## src/rtl/ring_freq_counter_if.sv

```systemverilog
// Measurement bus for ring_freq_counter: ring input and hold in, count/valid/overflow out.
interface ring_freq_counter_if #(
  parameter int unsigned CNT_W = 16
) ();
  logic             ring_in;
  logic             hold;
  logic [CNT_W-1:0] bin;
  logic             valid;
  logic             ovf;

  modport master (input ring_in, hold, output bin, valid, ovf);
  modport slave  (output ring_in, hold, input bin, valid, ovf);
endinterface

```

## src/rtl/ring_freq_counter.sv

```systemverilog
// Ring-oscillator frequency meter: counts synchronised ring_in rises per GATE_CYCLES window.
// Optional FREQ_CLAMP_9999_EN limits the published count to 9999 for a 4-digit BCD display.
module ring_freq_counter #(
  parameter int unsigned GATE_CYCLES = 50000,
  parameter int unsigned CNT_W       = 16
) (
  input  logic                clk,
  input  logic                rst,
  ring_freq_counter_if.master bus
);

  typedef enum logic {ARM, RUN} state_t;

  localparam logic [23:0]      LAST = 24'(GATE_CYCLES - 1);
  localparam logic [CNT_W-1:0] MAXC = '1;

  state_t           state, state_n;
  logic [1:0]       arm_cnt, arm_cnt_n;
  logic             s1, s2, s3, edge_now;
  logic [CNT_W-1:0] edge_cnt, edge_sum;
  logic [23:0]      gate_cnt;
  logic             win_ovf, clamp, last;
  logic [CNT_W-1:0] res;
  logic             res_ovf, pend;

  assign edge_now = s2 & ~s3;

  always_ff @(posedge clk) begin
    if (rst) begin
      state   <= ARM;
      arm_cnt <= '0;
    end else begin
      state   <= state_n;
      arm_cnt <= arm_cnt_n;
    end
  end

  always_comb begin
    state_n   = state;
    arm_cnt_n = arm_cnt;
    last      = 1'b0;
    clamp     = 1'b0;
    edge_sum  = edge_cnt;
    case (state)
      ARM: begin
        arm_cnt_n = arm_cnt + 2'd1;
        if (arm_cnt == 2'd2) begin
          state_n   = RUN;
          arm_cnt_n = '0;
        end
      end
      RUN: begin
        last = (gate_cnt == LAST);
        if (edge_now) begin
          if (edge_cnt == MAXC) clamp = 1'b1;
          else                  edge_sum = edge_cnt + 1'b1;
        end
      end
    endcase
  end

  always_ff @(posedge clk) begin
    if (rst) begin
      s1 <= 1'b0;
      s2 <= 1'b0;
      s3 <= 1'b0;
    end else begin
      s1 <= bus.ring_in;
      s2 <= s1;
      s3 <= s2;
    end
  end

  // Window result is captured on the closing gate cycle and published one clock later.
  always_ff @(posedge clk) begin
    if (rst) begin
      edge_cnt  <= '0;
      gate_cnt  <= '0;
      win_ovf   <= 1'b0;
      res       <= '0;
      res_ovf   <= 1'b0;
      pend      <= 1'b0;
      bus.bin   <= '0;
      bus.valid <= 1'b0;
      bus.ovf   <= 1'b0;
    end else begin
      bus.valid <= 1'b0;
      pend      <= 1'b0;
      if (state == RUN) begin
        if (last) begin
          gate_cnt <= '0;
          edge_cnt <= '0;
          win_ovf  <= 1'b0;
          res      <= edge_sum;
          res_ovf  <= win_ovf | clamp;
          pend     <= ~bus.hold;
        end else begin
          gate_cnt <= gate_cnt + 24'd1;
          edge_cnt <= edge_sum;
          win_ovf  <= win_ovf | clamp;
        end
      end
      if (pend) begin
        bus.valid <= 1'b1;
`ifdef FREQ_CLAMP_9999_EN
        if (32'(res) > 32'd9999) begin
          bus.bin <= CNT_W'(32'd9999);
          bus.ovf <= 1'b1;
        end else begin
          bus.bin <= res;
          bus.ovf <= res_ovf;
        end
`else
        bus.bin <= res;
        bus.ovf <= res_ovf;
`endif
      end
    end
  end

endmodule

```

## src/flat_wrapper.sv

```systemverilog
// flat-port wrapper written by rule: the top's interface ports become plain ports
module ring_freq_counter_flat 
#(
  parameter int unsigned GATE_CYCLES = 50000,
  parameter int unsigned CNT_W       = 16
)
  (clk, rst, bus_ring_in, bus_hold, bus_bin, bus_valid, bus_ovf);
  ring_freq_counter_if #(.CNT_W(CNT_W)) bus_i ();
  input  logic clk;
  input  logic rst;
  input wire logic [$bits(bus_i.ring_in)-1:0] bus_ring_in;
  input wire logic [$bits(bus_i.hold)-1:0] bus_hold;
  output wire logic [$bits(bus_i.bin)-1:0] bus_bin;
  output wire logic [$bits(bus_i.valid)-1:0] bus_valid;
  output wire logic [$bits(bus_i.ovf)-1:0] bus_ovf;
  assign bus_i.ring_in = bus_ring_in;
  assign bus_i.hold = bus_hold;
  assign bus_bin = bus_i.bin;
  assign bus_valid = bus_i.valid;
  assign bus_ovf = bus_i.ovf;
  ring_freq_counter #(.GATE_CYCLES(GATE_CYCLES), .CNT_W(CNT_W)) u_core (.clk(clk), .rst(rst), .bus(bus_i));
endmodule
```

## config.mk

```make
export PLATFORM = sky130hd
export DESIGN_NAME = ring_freq_counter_flat
export DESIGN_NICKNAME = d
export VERILOG_FILES = /design/src/rtl/ring_freq_counter_if.sv /design/src/rtl/ring_freq_counter.sv /design/src/flat_wrapper.sv
export SDC_FILE = /design/constraint.sdc
export NUM_CORES = 1
export LEC_CHECK = 0
export ABC_CLOCK_PERIOD_IN_PS = 2150
export CAP_MARGIN = 30
export CORE_UTILIZATION = 53
export CTS_BUF_LIST = sky130_fd_sc_hd__clkbuf_8 sky130_fd_sc_hd__clkbuf_16
export CTS_CLUSTER_SIZE = 40
export DETAILED_ROUTE_END_ITERATION = 6
export GPL_ROUTABILITY_DRIVEN = 0
export PLACE_DENSITY = 0.75
export SYNTH_ARGS = -nofsm -noshare
export SYNTH_HDL_FRONTEND = slang
export SYNTH_SLANG_ARGS = --single-unit
```

## constraint.sdc

```tcl
create_clock -name clk -period 2.15 [get_ports clk]
set_clock_uncertainty 0.2 [all_clocks]
set_input_delay 0.645 -clock clk [delete_from_list [all_inputs] [get_ports clk]]
set_output_delay 0.645 -clock clk [all_outputs]
set_load 0.05 [all_outputs]
```

==> flow_summary.json <==
{
  "synthDistinctLibCells": 50,
  "drive_above_1_share": 0.215,
  "wl_per_cell_um": 14.5,
  "post-route-min-period_ns": 2.08,
  "slew_headroom": 0.742,
  "syn_area_per_cell_um2": 8.82,
  "dp_hpwl_um": 5660,
  "post-route-util": 0.686,
  "maxCapViolations": 0,
  "rr_worst_depth": 6,
  "clock_sinks": 83,
  "drc": 0,
  "grt_first_pass_wirelength_um": 13500,
  "crit_type": "flop to flop",
  "grt_max_degree": 26,
  "fillers": 505,
  "ios": 22,
  "p_leak_uw": 0.00169,
  "core_um2": 6490,
  "grt.total_usage": 0.232,
  "yosys_warnings": 0,
  "worst_hold_path.endpoint": "u_core.s2",
  "synth_commonest_cells": "dfxtp_1 (83), nor2_1 (57), a21oi_1 (30), nand2_1 (30), mux2i_1 (19)",
  "vias": 3171,
  "yosysTopAreaCellShare": 0.454,
  "viasPerCell": 5.70,
  "start_util": 0.564,
  "hp-start": "u_core.s1",
  "antennaDiodeCount": 0,
  "outcome": "completed",
  "cp.required_ns": 2.24,
  "numCtsBuffers": 9,
  "path_buf_inv": 0,
  "yosysTopAreaCell": "dfxtp_1",
  "synth_edf_count": 0,
  "synth_area_leaders": "dfxtp_1 (45%), nor2_1 (5.8%), mux2i_1 (5.2%)",
  "rr_endpoint": "u_core.res[2]",
  "async_flop_share": 0,
  "crit_path_start_kind": "flop",
  "ir_drop_uv": 517,
  "wl_um": 8090,
  "drtIter0Drc": 208,
  "ys.flop_type": "dfxtp_1",
  "cp_num_cells": 6,
  "crit_family": "simple AND/OR/NAND/NOR gates",
  "grt_pass1_vias": 2925,
  "reg2reg_from": "u_core.edge_cnt[0]",
  "grt_setup_unrepaired": "yes",
  "die_w_um": 85.1,
  "cts_tree": "built",
  "clock_latency_ns": 0.35,
  "die_h_um": 85.1,
  "ys_ff_latch": 83,
  "die-area_um2": 7250,
  "grt_overflow_total": 0,
  "powerDensity_nw_per_um2": 588,
  "hp-class": "flop to flop",
  "rows": 29,
  "ant_nets": 0,
  "place_area_um2": 4220,
  "holdPathStages": 1,
  "htreeDepth": 3,
  "finalHoldViolations": 0,
  "slowest_stage": "or4_4",
  "fmax_ghz": 0.481,
  "syn_inst": 415,
  "root_buffer": "clkbuf_8",
  "register_area_um2": 1660,
  "antenna_found_initial": 0,
  "finalCritPeriodShare": 0.967,
  "multiInputGateArea_um2": 1960,
  "postCtsHoldBufs": 0,
  "slowest_delay_ns": 0.56,
  "reg2reg_slack_ns": 0.07,
  "area_growth_pct": 21.6,
  "finalSetupViolations": 0,
  "critPathMaxFanout": 5,
  "ys_seq_area_frac": 0.454,
  "endpoint_kind": "flop",
  "worst_pin_slew_ns": 0.385,
  "port_buffers": 21,
  "clk_pin_slew_worst_paths_ns": 0.08,
  "syn_area_um2": 3660,
  "path_cells": "ha_4, nand4_4, or4_4, and2_4, a211o_1, a21oi_2",
  "synth_nets": 421,
  "slew_viol_final": 0,
  "clk_path_buf_depth": 2,
  "first_pass_iters": 4,
  "layout.nets": 481,
  "yosysMostFrequentCell": "dfxtp_1",
  "cp_data_arrival_time_ns": 2.17,
  "design_area_um2": 4450
}
[flip-flops by register name, summed over array words and instances, names as in the netlist]
signal	flops
u_core.arm_cnt	2
u_core.bus.bin	16
u_core.bus.ovf	1
u_core.bus.valid	1
u_core.edge_cnt	16
u_core.gate_cnt	24
u_core.pend	1
u_core.res	16
u_core.res_ovf	1
u_core.s1	1
u_core.s2	1
u_core.s3	1
u_core.state	1
u_core.win_ovf	1
[metrics by stage]
step | hold WS, ns | std cells | TNS [ns] | power (uW) | worst slack, ns
4_1_cts | 0.246 | 556 | 0 | 2640 | 0.0211
3_3_place_gp | 0.216 | 539 | 0 | 1700 | 0.0719
3_5_place_dp | 0.228 | 539 | 0 | 1710 | 0.00396
5_1_grt | 0.272 | 556 | -0.00159 | 2710 | -0.00159
2_1_floorplan | 0.214 | 415 | 0 | 1660 | 0.0303
6_report | 0.239 | 556 | 0 | 2620 | 0.0713
[area by class of cell]
type / count / area share
multi-input combinational: 306 / 0.439
sequential: 83 / 0.374
inverter: 5 / 0.00421
tap: 77 / 0.0216
timing repair buffer: 70 / 0.125
clock buffer: 10 / 0.0309
clock inverter: 5 / 0.00506
[report_power, final]
| part | switching (uW) | total [uW] | internal [uW] |
|---|---|---|---|
| sequential | 10.3 | 1560 | 1550 |
| clock | 516 | 946 | 430 |
| combinational | 71.1 | 115 | 43.9 |
| total | 597 | 2620 | 2020 |
[metal layers]
| layer | track usage | wire [um] | share of wire |
|---|---|---|---|
| met1 | 0.326 | 3930 | 0.49 |
| met4 | 0.0955 | 163 | 0.020 |
| met2 | 0.361 | 3560 | 0.44 |
| met3 | 0.0321 | 431 | 0.053 |
| met5 | 0 | 0 | 0 |
[placed cells by master, fill, tap and decap left out, types with 3 or more instances in the layout]
| cell | n |
|---|---|
| buf_4 | 65 |
| nand2_1 | 30 |
| nor3b_1 | 3 |
| xor2_1 | 18 |
| a32o_1 | 6 |
| inv_1 | 7 |
| clkbuf_8 | 10 |
| clkdlybuf4s50_1 | 3 |
| xnor2_1 | 15 |
| nand4_1 | 10 |
| a211oi_1 | 3 |
| nor2b_1 | 11 |
| a21oi_1 | 30 |
| dfxtp_1 | 81 |
| nand3_1 | 14 |
| mux2i_1 | 19 |
| and3_1 | 9 |
| clkinv_2 | 3 |
| nor3_1 | 11 |
| o21ai_0 | 17 |
| o211ai_1 | 3 |
| nor4_1 | 9 |
| nor2_1 | 56 |
[cells by family (layout without fill, tap and decap cells)]
kind of cell | count (synthesis) | count (layout) | share of synthesized area
multiplexers | 20 | 20 | 0.0550
buffers and inverters | 26 | 90 | 0.0284
AO/OA/AOI/OAI | 68 | 68 | 0.112
flip-flops | 83 | 83 | 0.454
XOR/XNOR | 33 | 33 | 0.0789
adder cells (fa/ha/maj) | 2 | 2 | 0.00683
AND/OR/NAND/NOR | 183 | 183 | 0.265
[what timing repair did]
| item | in CTS | in global routing |
|---|---|---|
| setup buffers | 2 | 0 |
| setup endpoints to repair | 1 | 29 |
| cloned | 0 | 0 |
| resized for setup | 0 | 16 |
| pin swaps | 0 | 1 |
[how the worst max path moves through the flow]
stage	startpoint	to	slack, ns
floorplan	u_core.edge_cnt[0]	u_core.res[2]	0.03
detailed placement	u_core.gate_cnt[1]	u_core.edge_cnt[1]	0.004
global placement	u_core.edge_cnt[0]	u_core.res[2]	0.07
global route	u_core.edge_cnt[1]	u_core.res[2]	-0.002
CTS	u_core.edge_cnt[1]	u_core.res[2]	0.02
finish	u_core.edge_cnt[0]	u_core.res[2]	0.07
(Power assumes the default switching activity.)
